$ cat src/rtl/graph_renderer_pkg.sv
// rtl/graph_renderer_pkg.sv - shared constants and helpers for the strip-chart renderer
package graph_renderer_pkg;

  localparam int SCREEN_COLUMNS = 128;
  localparam int SCREEN_PAGES   = 8;
  localparam int HEIGHT_BITS    = 6;
  localparam int COL_W          = $clog2(SCREEN_COLUMNS);
  localparam int PAGE_W         = $clog2(SCREEN_PAGES);

  typedef enum logic [1:0] {
    MODE_BAR   = 2'd0,
    MODE_POINT = 2'd1,
    MODE_LINE  = 2'd2,
    MODE_RSVD  = 2'd3
  } mode_e;

  // (7 - page) * 8 + (7 - bit) reduces to inverting both fields.
  function automatic logic [HEIGHT_BITS-1:0] row_height(input logic [PAGE_W-1:0] page,
                                                        input logic [2:0] bit_idx);
    return {~page, ~bit_idx};
  endfunction

endpackage

$ cat src/rtl/graph_renderer_column_rasterizer.sv
// rtl/graph_renderer_column_rasterizer.sv - turns column heights into one page byte
module column_rasterizer
  import graph_renderer_pkg::*;
(
  input  logic [HEIGHT_BITS-1:0] h_i,
  input  logic [HEIGHT_BITS-1:0] hp_i,
  input  logic [PAGE_W-1:0]      page_i,
  input  logic [1:0]             mode_i,
  output logic [7:0]             page_byte_o
);

  logic [HEIGHT_BITS-1:0] lo;
  logic [HEIGHT_BITS-1:0] hi;
  logic [HEIGHT_BITS-1:0] r;
  logic                   lit;

  always_comb begin
    lo          = (h_i < hp_i) ? h_i : hp_i;
    hi          = (h_i < hp_i) ? hp_i : h_i;
    r           = '0;
    lit         = 1'b0;
    page_byte_o = '0;
    for (int i = 0; i < 8; i++) begin
      r = row_height(page_i, 3'(i));
      case (mode_i)
        MODE_POINT: lit = (r == h_i);
        MODE_LINE:  lit = (r >= lo) && (r <= hi);
        default:    lit = (r <= h_i);
      endcase
      page_byte_o[i] = lit;
    end
  end

endmodule

$ cat src/rtl/graph_renderer.sv
// rtl/graph_renderer.sv - scrolling strip-chart renderer for a 128x64 page-addressed display
module graph_renderer
  import graph_renderer_pkg::*;
#(
  parameter int SAMPLE_BITS = 8,
  parameter int AVG_LOG2    = 0
) (
  input  logic                   clk,
  input  logic                   reset,
  input  logic                   sampleValid,
  output logic                   sampleReady,
  input  logic [SAMPLE_BITS-1:0] sampleData,
  input  logic [1:0]             mode,
  input  logic                   freeze,
  input  logic [9:0]             pixelAddress,
  output logic [7:0]             pixelData,
  output logic [6:0]             columnCount
);

  localparam int ACC_W = SAMPLE_BITS + AVG_LOG2;
  localparam int CNT_W = (AVG_LOG2 > 0) ? AVG_LOG2 : 1;
  localparam logic [CNT_W-1:0] CNT_LAST = CNT_W'((1 << AVG_LOG2) - 1);

  logic                   sample_ready_q;
  logic [ACC_W-1:0]       acc_q, acc_d;
  logic [CNT_W-1:0]       cnt_q, cnt_d;
  logic [COL_W-1:0]       wr_ptr_q, wr_ptr_d;
  logic [SAMPLE_BITS-1:0] col_buf_q [SCREEN_COLUMNS];
  logic [7:0]             pixel_data_q;

  logic                   take;
  logic                   col_we;
  logic [ACC_W-1:0]       acc_sum;
  logic [ACC_W-1:0]       acc_shift;
  logic [SAMPLE_BITS-1:0] col_value;

  always_comb begin
    take      = sampleValid & sample_ready_q & ~freeze;
    acc_sum   = acc_q + ACC_W'(sampleData);
    acc_shift = acc_sum >> AVG_LOG2;
    col_value = acc_shift[SAMPLE_BITS-1:0];
    col_we    = 1'b0;
    acc_d     = acc_q;
    cnt_d     = cnt_q;
    wr_ptr_d  = wr_ptr_q;
    if (take) begin
      if (cnt_q == CNT_LAST) begin
        col_we   = 1'b1;
        wr_ptr_d = wr_ptr_q + 1'b1;
        acc_d    = '0;
        cnt_d    = '0;
      end else begin
        acc_d = acc_sum;
        cnt_d = cnt_q + 1'b1;
      end
    end
  end

  always_ff @(posedge clk) begin
    if (reset) begin
      sample_ready_q <= 1'b0;
      acc_q          <= '0;
      cnt_q          <= '0;
      wr_ptr_q       <= '0;
      for (int i = 0; i < SCREEN_COLUMNS; i++) begin
        col_buf_q[i] <= '0;
      end
    end else begin
      sample_ready_q <= 1'b1;
      acc_q          <= acc_d;
      cnt_q          <= cnt_d;
      wr_ptr_q       <= wr_ptr_d;
      if (col_we) begin
        col_buf_q[wr_ptr_q] <= col_value;
      end
    end
  end

  // Display column 0 is the oldest slot, i.e. the one about to be overwritten.
  logic [COL_W-1:0]       rd_col;
  logic [PAGE_W-1:0]      rd_page;
  logic [COL_W-1:0]       rd_slot;
  logic [COL_W-1:0]       rd_prev;
  logic [SAMPLE_BITS-1:0] cur_val;
  logic [SAMPLE_BITS-1:0] prev_val;
  logic [HEIGHT_BITS-1:0] h;
  logic [HEIGHT_BITS-1:0] hp;
  logic [7:0]             page_byte;

  always_comb begin
    rd_col   = pixelAddress[6:0];
    rd_page  = pixelAddress[9:7];
    rd_slot  = wr_ptr_q + rd_col;
    rd_prev  = rd_slot - 1'b1;
    cur_val  = col_buf_q[rd_slot];
    prev_val = col_buf_q[rd_prev];
    h        = cur_val[SAMPLE_BITS-1 -: HEIGHT_BITS];
    hp       = (rd_col == '0) ? h : prev_val[SAMPLE_BITS-1 -: HEIGHT_BITS];
  end

  column_rasterizer u_rasterizer (
    .h_i         (h),
    .hp_i        (hp),
    .page_i      (rd_page),
    .mode_i      (mode),
    .page_byte_o (page_byte)
  );

  always_ff @(posedge clk) begin
    if (reset) begin
      pixel_data_q <= '0;
    end else begin
      pixel_data_q <= page_byte;
    end
  end

  assign sampleReady = sample_ready_q;
  assign pixelData   = pixel_data_q;
  assign columnCount = wr_ptr_q;

endmodule
$ cat config.mk
export PLATFORM = sky130hd
export DESIGN_NAME = graph_renderer
export DESIGN_NICKNAME = d
export VERILOG_FILES = /design/src/rtl/graph_renderer_pkg.sv /design/src/rtl/graph_renderer_column_rasterizer.sv /design/src/rtl/graph_renderer.sv
export SDC_FILE = /design/constraint.sdc
export NUM_CORES = 2
export LEC_CHECK = 0
export BUFFER_PORTS_ARGS = -buffer_cell sky130_fd_sc_hd__buf_2
export CORE_UTILIZATION = 23
export DETAILED_ROUTE_END_ITERATION = 12
export GPL_TIMING_DRIVEN = 0
export PLACE_DENSITY_LB_ADDON = 0.25
export SYNTH_ARGS = -nofsm -noshare
export SYNTH_HDL_FRONTEND = slang
export SYNTH_SLANG_ARGS = --single-unit
$ cat constraint.sdc
create_clock -name clk -period 26.4 [get_ports clk]
set_input_delay 5.28 -clock clk [delete_from_list [all_inputs] [get_ports clk]]
set_output_delay 5.28 -clock clk [all_outputs]
set_load 0.01 [all_outputs]
==> key figures <==
Status
  – Run status: finished, violations left
  – Failing checks: capacitance limit, slew limit

Synthesis
  – Count of flip-flops with a built-in enable after synthesis: 768
  – Top FF cell, synth: sky130_fd_sc_hd__edfxtp_1
  – Per-instance average area after synthesis: 12.8 um2
  – Post-synth cell types: 97
  – Yosys reg bits: 784
  – Post-Synthesis Cell Area: 46200 um2
  – Proportion of netlist area held by the largest area contributor: 49.9%
  – Syn_nets: 3658
  – Synthesis Warnings: 0
  – Library cell with the largest summed area after synthesis: sky130_fd_sc_hd__edfxtp_1
  – Fraction of synthesis flops using an asynchronous set or reset pin: 0%
  – Gate count after technology mapping: 3606
  – Largest cells by area after synthesis: sky130_fd_sc_hd__edfxtp_1, sky130_fd_sc_hd__mux4_2, sky130_fd_sc_hd__and3_1
  – Sequential area share after synthesis: 50.6%

Setup path
  – Slowest cell on the critical path: sky130_fd_sc_hd__clkbuf_1
  – Worst-path maximum fanout: 11
  – Kind of critical path: input pin to flip-flop
  – Startpoint type of the worst setup path: input pin
  – Startpoint of the lowest-slack register-to-register path: columnCount[0]
  – Type of destination of the critical path: flip-flop
  – Max incr delay on CP: 1.02 ns
  – Crit path arrival time: 21.08 ns
  – Critical path required time: 26.99 ns
  – Setup crit start: pixelAddress[0]
  – Most Frequent Cell on Critical Path: sky130_fd_sc_hd__buf_2

Global route
  – Via count of the first global-routing pass: 36200
  – Gr ovfl total: 0
  – Largest net degree at the start of global routing: 15
  – Global-route wire length before repair: 375000 um
  – Number of antenna violations at the first check in global routing: 43
  – Total global-route track usage: 28.2%

STA
  – Number of pins with negative max-slew slack in the final report: 83
  – Final-layout worst hold slack: 0.724 ns
  – Share of the clock period used by the worst path: 77.6%
  – Minimum clock period after layout: 20.49 ns
  – Max Freq: 48.8 MHz
  – Setup TNS: 0 ns
  – Unrepaired setup endpoints after global routing: no
  – Worst clock skew: 0.0857 ns
  – Relative max-transition margin: -10.3%
  – Setup Viol. Count Final: 0
  – Transition time of the tightest slew-check pin: 1.66 ns
  – Final hold violation count: 0

Power and ir drop
  – Power per standard cell area: 73.2 nW/um2
  – Cell leakage power: 0.0204 uW
  – Worst supply voltage drop on vdd: 62.3 uV

CTS
  – Later-pin clock latency in the skew report: 0.79 ns
  – Total clock sinks: 784
  – Buffer count from post-CTS setup fixing: 0
  – Number of hold buffers added after cts: 0
  – Clock slew at the register clock pins of the worst setup and hold paths: 0.06 ns
  – H-tree depth reported by CTS: 3
  – Num CTS Buffers: 97
  – Resized cells post-CTS: 0
  – Master cell of the clock root buffer: sky130_fd_sc_hd__clkbuf_16
  – CTS tree: built
  – Clk buf depth: 3

Route
  – Sum of routed wire length over all layers: 296000 um
  – Iteration count of the initial detailed-routing pass: 8
  – Count of unresolved DRC violations after routing: 0
  – Average wire per standard cell: 45.4 um
  – Antenna-violating nets left: 0
  – Violation count after the first detailed-routing iteration: 7358
  – Via count normalized by instance count: 6.15
  – Number of vias after detailed routing: 40000

Run
  – Max capacitance violation total: 9

Floorplanning
  – Number of top-level pins: 40
  – Die footprint: 203000 um2
  – Overall die height: 450 um
  – Die span in x: 450 um
  – Initial Utilization: 23.2%
  – Cell Rows: 164
  – Core Box Area: 200000 um2

Finish
  – Fill cells: 20700
  – Commonest cells after routing, fill and taps aside: sky130_fd_sc_hd__and3_1, sky130_fd_sc_hd__edfxtp_1, sky130_fd_sc_hd__nand2_1, sky130_fd_sc_hd__mux4_2, sky130_fd_sc_hd__clkbuf_1
  – Post-synthesis to final-layout area growth: 14.7%
  – Final Instance Count excl. Fillers: 6505
  – Share of cells above drive strength 1: 19.7%
  – Leading cell type in the layout, fill and taps excluded: sky130_fd_sc_hd__and3_1
  – Number of nets in the final layout: 3791

Worst hold path
  – Hold path start: columnCount[0]
  – Path category of the worst min-delay check: flip-flop to flip-flop

Place
  – Cell Count Post-Placement: 6295
  – Final GP Congestion: 1.12
  – Post-DP HPWL: 217000 um
  – Buffers on Ports: 30
cell families (layout without fill, tap and decap cells):
| family | after synthesis | after routing | share of synthesized area [%] |
|---|---|---|---|
| flip-flops | 784 | 784 | 50.6 |
| buffers and inverters | 488 | 700 | 4.80 |
| adder cells (fa/ha/maj) | 28 | 28 | 0.774 |
| multiplexers | 493 | 493 | 21.2 |
| AND/OR/NAND/NOR | 1509 | 1509 | 17.7 |
| AO/OA/AOI/OAI | 286 | 286 | 4.51 |
| other | 0 | 31 | 0 |
| XOR/XNOR | 18 | 18 | 0.484 |
worst max-delay path, delay by kind of cell:
kind	cells	cell delay, ns
adders and majority gates	4	1.24
buffers and inverters	19	9.39
and+or+nand+nor	7	1.46
AOI/OAI and AO/OA	11	3.11
muxes	1	0.42
worst paths after layout:
kind	cells after the start	endpoint	slack (ns)
max	42	pixelData[6]	5.91
min	2	columnCount[0]	0.72
max reg2reg	41	pixelData[6]	9.97
min reg2reg	2	columnCount[0]	0.72
routing by layer:
| metal | vias to the layer above | track usage (%) | wire (um) |
|---|---|---|---|
| met5 | - | 0 | 138 |
| met4 | 24 | 20.1 | 24800 |
| met3 | 863 | 12.2 | 43000 |
| met2 | 3835 | 38.9 | 119000 |
| met1 | 20800 | 35.0 | 109000 |
| li1 | 14500 | - | - |
area by class of cell:
class	instances	area [um2]	share of cell area, %
flip-flops and latches	784	23400	44.1
multi-input cells	2334	20700	39.0
plain buffers	466	2180	4.11
diodes	31	77.6	0.146
clock buffers	123	2520	4.76
well taps	2656	3320	6.27
inverters	22	82.6	0.156
repair buffers	34	245	0.462
clock inverters	55	561	1.06
power by group:
group / switching (uW) / internal [uW] / total, uW
logic: 719 / 317 / 1040
registers: 53.3 / 1430 / 1480
clock network: 610 / 757 / 1370
total: 1380 / 2500 / 3880
cells in the mapped netlist, types with 6 or more instances:
cell type	number
sky130_fd_sc_hd__a211o_1	11
sky130_fd_sc_hd__a211oi_1	12
sky130_fd_sc_hd__a21o_1	12
sky130_fd_sc_hd__a21oi_1	43
sky130_fd_sc_hd__a221oi_1	7
sky130_fd_sc_hd__a22oi_1	19
sky130_fd_sc_hd__a311o_1	6
sky130_fd_sc_hd__a311oi_1	7
sky130_fd_sc_hd__a31oi_1	25
sky130_fd_sc_hd__a32oi_1	8
sky130_fd_sc_hd__and2_1	9
sky130_fd_sc_hd__and3_1	787
sky130_fd_sc_hd__buf_1	12
sky130_fd_sc_hd__buf_2	75
sky130_fd_sc_hd__buf_4	22
sky130_fd_sc_hd__buf_6	20
sky130_fd_sc_hd__clkbuf_1	332
sky130_fd_sc_hd__dfxtp_1	16
sky130_fd_sc_hd__edfxtp_1	768
sky130_fd_sc_hd__ha_1	27
sky130_fd_sc_hd__inv_1	20
sky130_fd_sc_hd__mux2_2	6
sky130_fd_sc_hd__mux2i_1	99
sky130_fd_sc_hd__mux4_2	388
sky130_fd_sc_hd__nand2_1	418
sky130_fd_sc_hd__nand2b_1	19
sky130_fd_sc_hd__nand3_1	78
sky130_fd_sc_hd__nand4_1	15
sky130_fd_sc_hd__nor2_1	75
sky130_fd_sc_hd__nor2b_1	9
sky130_fd_sc_hd__nor3_1	39
sky130_fd_sc_hd__nor4_1	18
sky130_fd_sc_hd__o2111ai_1	8
sky130_fd_sc_hd__o211ai_1	15
sky130_fd_sc_hd__o21ai_0	41
sky130_fd_sc_hd__o22ai_1	7
sky130_fd_sc_hd__o31ai_1	6
sky130_fd_sc_hd__or2_2	7
sky130_fd_sc_hd__or3_1	11
sky130_fd_sc_hd__xnor2_1	8
metrics by stage:
stage / area, um2 / utilization (%) / total power, uW / setup slack, ns
after global routing: 53000 / 26.5 / 3900 / 5.98
after detailed placement: 49800 / 25.0 / 2480 / 5.78
after CTS: 52900 / 26.5 / 3810 / 6.55
final: 53000 / 26.6 / 3880 / 5.91
after global placement: 49700 / 24.9 / 2480 / 4.86
after floorplan: 46200 / - / 1990 / 12.28
registers in the layout, summed over array words and instances, names as in the netlist:
register / cells
col_buf_q: 768
sampleReady: 1
pixelData: 8
columnCount: 7
Power figures use the tool's default switching activity.
